===== src/rtl/key_input_conditioner_pkg.sv =====
// Shared definitions for the button front end.
//   DEFAULT_FRQ : default clk frequency in Hz, same value mainController/piezoController use
//   KEY_W       : number of game buttons
//   state_e     : conditioner FSM states
//   is_one_hot  : true when exactly one bit of a key vector is set
package key_input_conditioner_pkg;

  localparam int unsigned DEFAULT_FRQ = 1_000_000;
  localparam int unsigned KEY_W       = 8;

  typedef enum logic [1:0] {
    IDLE     = 2'd0,
    PRESS_DB = 2'd1,
    HELD     = 2'd2,
    REL_DB   = 2'd3
  } state_e;

  function automatic logic is_one_hot(input logic [KEY_W-1:0] v);
    return (v != '0) && ((v & (v - KEY_W'(1))) == '0);
  endfunction

endpackage


===== src/rtl/key_input_conditioner_sync2.sv =====
// Two-flop synchroniser for a bus of independent asynchronous lines.
//   clk   : destination clock
//   rst_n : asynchronous active-low reset, clears both stages
//   d     : asynchronous input lines
//   q     : synchronised lines, two clk edges behind d
module key_input_conditioner_sync2 #(
  parameter int unsigned WIDTH = 8
) (
  input  logic             clk,
  input  logic             rst_n,
  input  logic [WIDTH-1:0] d,
  output logic [WIDTH-1:0] q
);

  logic [WIDTH-1:0] meta_q, meta_d;
  logic [WIDTH-1:0] sync_q, sync_d;

  always_comb begin
    meta_d = d;
    sync_d = meta_q;
  end

  always_ff @(posedge clk or negedge rst_n) begin
    if (!rst_n) begin
      meta_q <= '0;
      sync_q <= '0;
    end else begin
      meta_q <= meta_d;
      sync_q <= sync_d;
    end
  end

  assign q = sync_q;

endmodule


===== src/rtl/key_input_conditioner.sv =====
// Button front end: synchronises and debounces 8 raw buttons and presents a
// single pressed key one-hot, held for as long as that key stays pressed.
//   clk         : system clock
//   nrst        : asynchronous active-low reset
//   key_raw     : raw active-high buttons, asynchronous, may bounce
//   key         : debounced one-hot key, 0 = none; held while pressed
//   key_pulse   : one-cycle strobe on the cycle key becomes non-zero
//   multi_press : one-cycle strobe when a debounced press was a chord (rejected)
module key_input_conditioner
  import key_input_conditioner_pkg::*;
#(
  parameter int unsigned FRQ         = DEFAULT_FRQ,
  parameter int unsigned DEBOUNCE_MS = 20
) (
  input  logic             clk,
  input  logic             nrst,
  input  logic [KEY_W-1:0] key_raw,
  output logic [KEY_W-1:0] key,
  output logic             key_pulse,
  output logic             multi_press
);

  localparam int unsigned DB_CYCLES = FRQ / 1000 * DEBOUNCE_MS;
  localparam int unsigned CNT_W     = $clog2(DB_CYCLES);
  localparam logic [CNT_W-1:0] CNT_LAST = CNT_W'(DB_CYCLES - 1);

  logic [KEY_W-1:0] ks;

  state_e           state_q, state_d;
  logic [CNT_W-1:0] cnt_q, cnt_d;
  logic [KEY_W-1:0] cand_q, cand_d;
  logic [KEY_W-1:0] key_q, key_d;
  logic             key_pulse_q, key_pulse_d;
  logic             multi_press_q, multi_press_d;

  key_input_conditioner_sync2 #(
    .WIDTH(KEY_W)
  ) u_sync (
    .clk  (clk),
    .rst_n(nrst),
    .d    (key_raw),
    .q    (ks)
  );

  // The whole debounced pattern must stay identical through the press window,
  // so a chord that changes shape mid-press restarts from IDLE. Chords that are
  // stable still park in HELD so they cannot turn into a key until fully released.
  always_comb begin
    state_d       = state_q;
    cnt_d         = cnt_q;
    cand_d        = cand_q;
    key_d         = key_q;
    key_pulse_d   = 1'b0;
    multi_press_d = 1'b0;
    case (state_q)
      IDLE: begin
        if (ks != '0) begin
          cand_d  = ks;
          cnt_d   = '0;
          state_d = PRESS_DB;
        end
      end
      PRESS_DB: begin
        if (ks != cand_q) begin
          cnt_d   = '0;
          state_d = IDLE;
        end else if (cnt_q == CNT_LAST) begin
          cnt_d   = '0;
          state_d = HELD;
          if (is_one_hot(cand_q)) begin
            key_d       = cand_q;
            key_pulse_d = 1'b1;
          end else begin
            multi_press_d = 1'b1;
          end
        end else begin
          cnt_d = cnt_q + CNT_W'(1);
        end
      end
      HELD: begin
        if (ks == '0) begin
          cnt_d   = '0;
          state_d = REL_DB;
        end
      end
      REL_DB: begin
        if (ks != '0) begin
          cnt_d   = '0;
          state_d = HELD;
        end else if (cnt_q == CNT_LAST) begin
          key_d   = '0;
          cnt_d   = '0;
          state_d = IDLE;
        end else begin
          cnt_d = cnt_q + CNT_W'(1);
        end
      end
      default: begin
        cnt_d   = '0;
        key_d   = '0;
        state_d = IDLE;
      end
    endcase
  end

  always_ff @(posedge clk or negedge nrst) begin
    if (!nrst) begin
      state_q       <= IDLE;
      cnt_q         <= '0;
      cand_q        <= '0;
      key_q         <= '0;
      key_pulse_q   <= 1'b0;
      multi_press_q <= 1'b0;
    end else begin
      state_q       <= state_d;
      cnt_q         <= cnt_d;
      cand_q        <= cand_d;
      key_q         <= key_d;
      key_pulse_q   <= key_pulse_d;
      multi_press_q <= multi_press_d;
    end
  end

  assign key         = key_q;
  assign key_pulse   = key_pulse_q;
  assign multi_press = multi_press_q;

endmodule


===== config.mk =====
export PLATFORM = sky130hd
export DESIGN_NAME = key_input_conditioner
export DESIGN_NICKNAME = d
export VERILOG_FILES = /design/src/rtl/key_input_conditioner_pkg.sv /design/src/rtl/key_input_conditioner_sync2.sv /design/src/rtl/key_input_conditioner.sv
export SDC_FILE = /design/constraint.sdc
export NUM_CORES = 1
export LEC_CHECK = 0
export BUFFER_PORTS_ARGS = -buffer_cell sky130_fd_sc_hd__clkbuf_2
export CAP_MARGIN = 15
export CELL_PAD_IN_SITES_DETAIL_PLACEMENT = 1
export CELL_PAD_IN_SITES_GLOBAL_PLACEMENT = 1
export CORE_MARGIN = 2
export CORE_UTILIZATION = 49
export DETAILED_ROUTE_END_ITERATION = 10
export HOLD_SLACK_MARGIN = 0.02
export MAX_ROUTING_LAYER = met4
export PLACE_DENSITY = 0.94
export SKIP_LAST_GASP = 1
export SYNTH_ARGS = -nofsm -noshare
export SYNTH_HDL_FRONTEND = slang
export SYNTH_SLANG_ARGS = --single-unit

===== constraint.sdc =====
create_clock -name clk -period 6.7 [get_ports clk]
set_clock_uncertainty 0.1 [all_clocks]
set_input_delay 2.01 -clock clk [delete_from_list [all_inputs] [get_ports clk]]
set_output_delay 2.01 -clock clk [all_outputs]
set_load 0.02 [all_outputs]

==> results.txt <==
The H-tree generated during clock tree synthesis spans 2 levels. The tools report the setup TNS after final layout as 0 ns. Across the VDD grid, the largest voltage drop is 0.1819 mV. For this run, the number of Yosys warnings is 0. The total area inside the core boundary comes to 4414 sq um. The hold buffer count at cts was 0. The cell class contributing the biggest share of worst-path delay was flip-flops. Sum of buffers and inverters on the critical path: 1. The logs give 0 for the initial antenna violation count and 220 for the post-synthesis instance total. Data arrives at the worst endpoint at 0.88 ns.

The via count of the first global-routing pass is 1,904. The critical path is of the reg -> out type. For the count of maximum capacitance violations, the log shows 0.

The die area came out at 5198 sq um. The average instance area after synthesis is 10.33 sq um. Per-cell routed wire length: 17.90 um. The worst hold path class was reg -> reg. Synthesis produced a netlist with a net count of 231. The synthesized netlist occupies a cell area of 2272 sq um. The clock latency of the later-clocked register in the worst-skew pair came out at 0.32 ns. Slowest cell on the critical path: sky130_fd_sc_hd__dfrtp_1. The total wirelength of the detailed-routed design came out at 5280 um. The area growth from synthesis to layout is 10.85%.

At the pin with the least slew margin, the transition time is 0.7912 ns. The number of top-level pins was 20; the number of I/O port buffers was 19. The routed wire length on met3 was 176 um. Leaving out fill and tap cells, the most frequent cell in the layout is sky130_fd_sc_hd__dfrtp_1. Xor and xnor fraction of the mapped netlist area: 3.855%. The maximum clock frequency came out at 334.9 MHz. Share of synthesized cell area in and, or, nand and nor gates: 18.45%.

The library cells used most frequently in the layout, excluding fill and tap cells, are 51 x sky130_fd_sc_hd__dfrtp_1, 28 x sky130_fd_sc_hd__nand2_1, 19 x sky130_fd_sc_hd__clkbuf_2, 17 x sky130_fd_sc_hd__nand3_1, 17 x sky130_fd_sc_hd__a31oi_1. Once the clock tree was built, the setup fixing pass inserted 0 buffers. The repair_antennas step left the layout with diodes totalling 0. The global-route wire length before repair was 9308 um. Dividing the detail-routed via count by the number of cells gives 6.217. The flow ran to the end, and the final reports show no timing, DRC or antenna violations. Entering global routing, the biggest net connects 52 pins. Routability-driven placement finished with a final weighted congestion of 0.8138. The tools report the type of element capturing the critical path as an output port.

The fraction of the cycle the final worst path needs came out at 44.56%. After layout, the worst setup slack is 3.714 ns. Headroom to the max-slew limit came out at 46.85%. The tools report the maximum clock insertion buffer count as 2. After synthesis, the largest family of logic cells by area is simple AND/OR/NAND/NOR gates.

Multiplexer share of the synthesized area: 4.460%. For this block, wires on met1 add up to 2360 um. The post-route antenna net violation count was 0.

The share of post-route cells with drive strength above 1 is 13.99%, and the effective utilization at floorplan is 51.47%. Traced cell by cell, the critical path runs through clkbuf_2. STA classifies the critical path startpoint as a flip-flop. OpenSTA, run right after detailed placement, puts the worst setup slack at 4.006 ns. The synthesized netlist devotes 12.78% of its cell area to compound gates. TritonCTS built the clock tree. The worst path needs 2.986 ns of the cycle, external delays included. Sequential elements use 56.17% of the synthesized area. The count of final max-slew check failures is 0. Yosys mapped the design onto 39 distinct sky130hd cell types.

The flip-flop and latch count after synthesis was 51; the met2 wirelength from detailed routing was 2626 um. The number of resized instances in the post-cts repair step is 0, and the largest driver fanout on the critical path is 2. The die is 72.10 um tall. The first TritonRoute pass finished after 4 iterations. Setup repair after global routing left no endpoint under its margin. Dividing total power by cell area gives a power density of 269.5 nW/um^2.

Global routing used 23.84% of the available tracks across all layers. The highest metal layer with signal wires was met4. Summed over all cells, the static leakage comes to 1.137 nW.

After detailed routing, the number of remaining DRC violations is 0. The detailed router finished its first iteration with 82 violations. Width of the die: 72.10 um. For this run the aggregate overflow at the end of global routing stands at 0. The placed wire-length estimate came out at 3762 um.

The cell sitting at the root of the clock tree is a sky130_fd_sc_hd__clkbuf_8. For the placement row count, the log shows 24. Counting the buffers created by CTS gives 5. Number of clock sinks: 51. For this run, the slowest stage of the critical path takes 0.40 ns. The design draws 0.6789 mW.

For the final number of hold-violating endpoints, the log shows 0. Summing over every cut layer, the via total after detailed routing is 1,834. The final net count was 253. Summing the areas of all fa, ha and maj instances in the mapped netlist gives 0.5507% of the synthesized area. At the worst endpoint, the required time is 4.59 ns. For the final-report setup violation count, the log shows 0. After clock tree synthesis, the clock-pin slew on the worst setup and hold paths is 0.10 ns.
-- where the power goes --
| group | leakage (nW) | switching, mW | internal, mW | total, mW |
|---|---|---|---|---|
| clock | 0.0491 | 0.111 | 0.0770 | 0.188 |
| combinational | 0.429 | 0.0694 | 0.0457 | 0.115 |
| sequential | 0.659 | 0.0406 | 0.335 | 0.376 |
-- cell type report --
| cell class | count | area (sq um) |
|---|---|---|
| Tap cell | 52 | 65.06 |
| Timing Repair Buffer | 21 | 110.1 |
| Inverter | 15 | 56.30 |
| Clock inverter | 3 | 26.28 |
| Clock buffer | 5 | 68.82 |
| Multi-Input combinational cell | 148 | 915.9 |
| Sequential cell | 51 | 1276 |
| Fill cell | 510 | 1896 |
-- path summary, 6_finish.rpt --
path                                         end                        from  slack [ns]  cells past startpoint
setup / recovery                          key[5]          key[5]$_DFFE_PN0P_        3.71                      1
hold / removal             u_sync.q[7]$_DFF_PN0_  u_sync.meta_q[7]$_DFF_PN0_        0.26                      0
setup reg to reg              key[5]$_DFFE_PN0P_       u_sync.q[5]$_DFF_PN0_        4.06                      5
hold reg to reg            u_sync.q[7]$_DFF_PN0_  u_sync.meta_q[7]$_DFF_PN0_        0.26                      0
max in group asynchronous  cnt_q[12]$_DFFE_PN0P_                        nrst        4.38                      2
min in group asynchronous  cand_q[6]$_DFFE_PN0P_                        nrst        1.69                      2
-- cells in the mapped netlist --
cell type,count,area share (%)
sky130_fd_sc_hd__nor3b_1,1,0.33
sky130_fd_sc_hd__nand3_1,17,3.7
sky130_fd_sc_hd__nand4_2,1,0.55
sky130_fd_sc_hd__ha_1,1,0.55
sky130_fd_sc_hd__o211ai_1,3,0.99
sky130_fd_sc_hd__o21ai_0,10,2.2
sky130_fd_sc_hd__a21oi_1,3,0.66
sky130_fd_sc_hd__nor3_1,6,1.3
sky130_fd_sc_hd__or4_1,5,1.7
sky130_fd_sc_hd__and4_1,1,0.39
sky130_fd_sc_hd__nand4_1,3,0.83
sky130_fd_sc_hd__nand2_1,28,4.6
sky130_fd_sc_hd__mux2_2,1,0.50
sky130_fd_sc_hd__nor4b_1,1,0.39
sky130_fd_sc_hd__a22o_1,1,0.39
sky130_fd_sc_hd__a221o_1,1,0.44
sky130_fd_sc_hd__nor4_1,1,0.28
sky130_fd_sc_hd__dfrtp_1,51,56
sky130_fd_sc_hd__o221ai_1,2,0.77
sky130_fd_sc_hd__o31ai_1,2,0.66
sky130_fd_sc_hd__or3_1,2,0.55
sky130_fd_sc_hd__a31o_2,1,0.39
sky130_fd_sc_hd__a41oi_1,1,0.39
sky130_fd_sc_hd__xnor2_1,10,3.9
sky130_fd_sc_hd__nor2_1,9,1.5
sky130_fd_sc_hd__a2111oi_0,1,0.39
sky130_fd_sc_hd__nand2b_1,2,0.55
sky130_fd_sc_hd__nand3b_1,2,0.66
sky130_fd_sc_hd__buf_2,2,0.44
sky130_fd_sc_hd__and3_1,2,0.55
sky130_fd_sc_hd__and2_1,1,0.28
sky130_fd_sc_hd__inv_1,15,2.5
sky130_fd_sc_hd__a31oi_1,17,4.7
sky130_fd_sc_hd__mux2i_1,9,4.0
sky130_fd_sc_hd__a32o_1,1,0.44
sky130_fd_sc_hd__o2111ai_1,1,0.39
sky130_fd_sc_hd__or2_2,1,0.28
sky130_fd_sc_hd__clkbuf_1,3,0.50
sky130_fd_sc_hd__buf_4,1,0.33
-- layer usage --
layer  up-vias  GRT usage [%]
met2        42          37.41
met4         0          8.176
met5         -              -
li1        842              -
met1       937          31.77
met3        13          3.750
-- through the flow --
| stage | area, sq um | cells | util, % | hold slack (ns) |
|---|---|---|---|---|
| 2_1_floorplan | 2272 | 220 | - | 0.2312 |
| 3_3_place_gp | 2424 | 287 | 54.90 | 0.2328 |
| 3_5_place_dp | 2424 | 287 | 54.90 | 0.2364 |
| 4_1_cts | 2519 | 295 | 57.06 | 0.2593 |
| 5_1_grt | 2519 | 295 | 57.06 | 0.2704 |
| 6_report | 2519 | 295 | 57.06 | 0.2583 |
-- sequential cells by signal, summed over array words and instances, names as in the netlist --
register,flops
state_q,2
key_pulse,1
cnt_q,15
cand_q,8
multi_press,1
u_sync.meta_q,8
u_sync.q,8
key,8
-- cell families after synthesis --
kind of cell	Yosys count
multiplexers	10
AO/OA/AOI/OAI	44
flip-flops	51
AND/OR/NAND/NOR	83
XOR/XNOR	10
buffers and inverters	21
adder cells (fa/ha/maj)	1
Note: power is estimated with default switching activity, not from simulation.
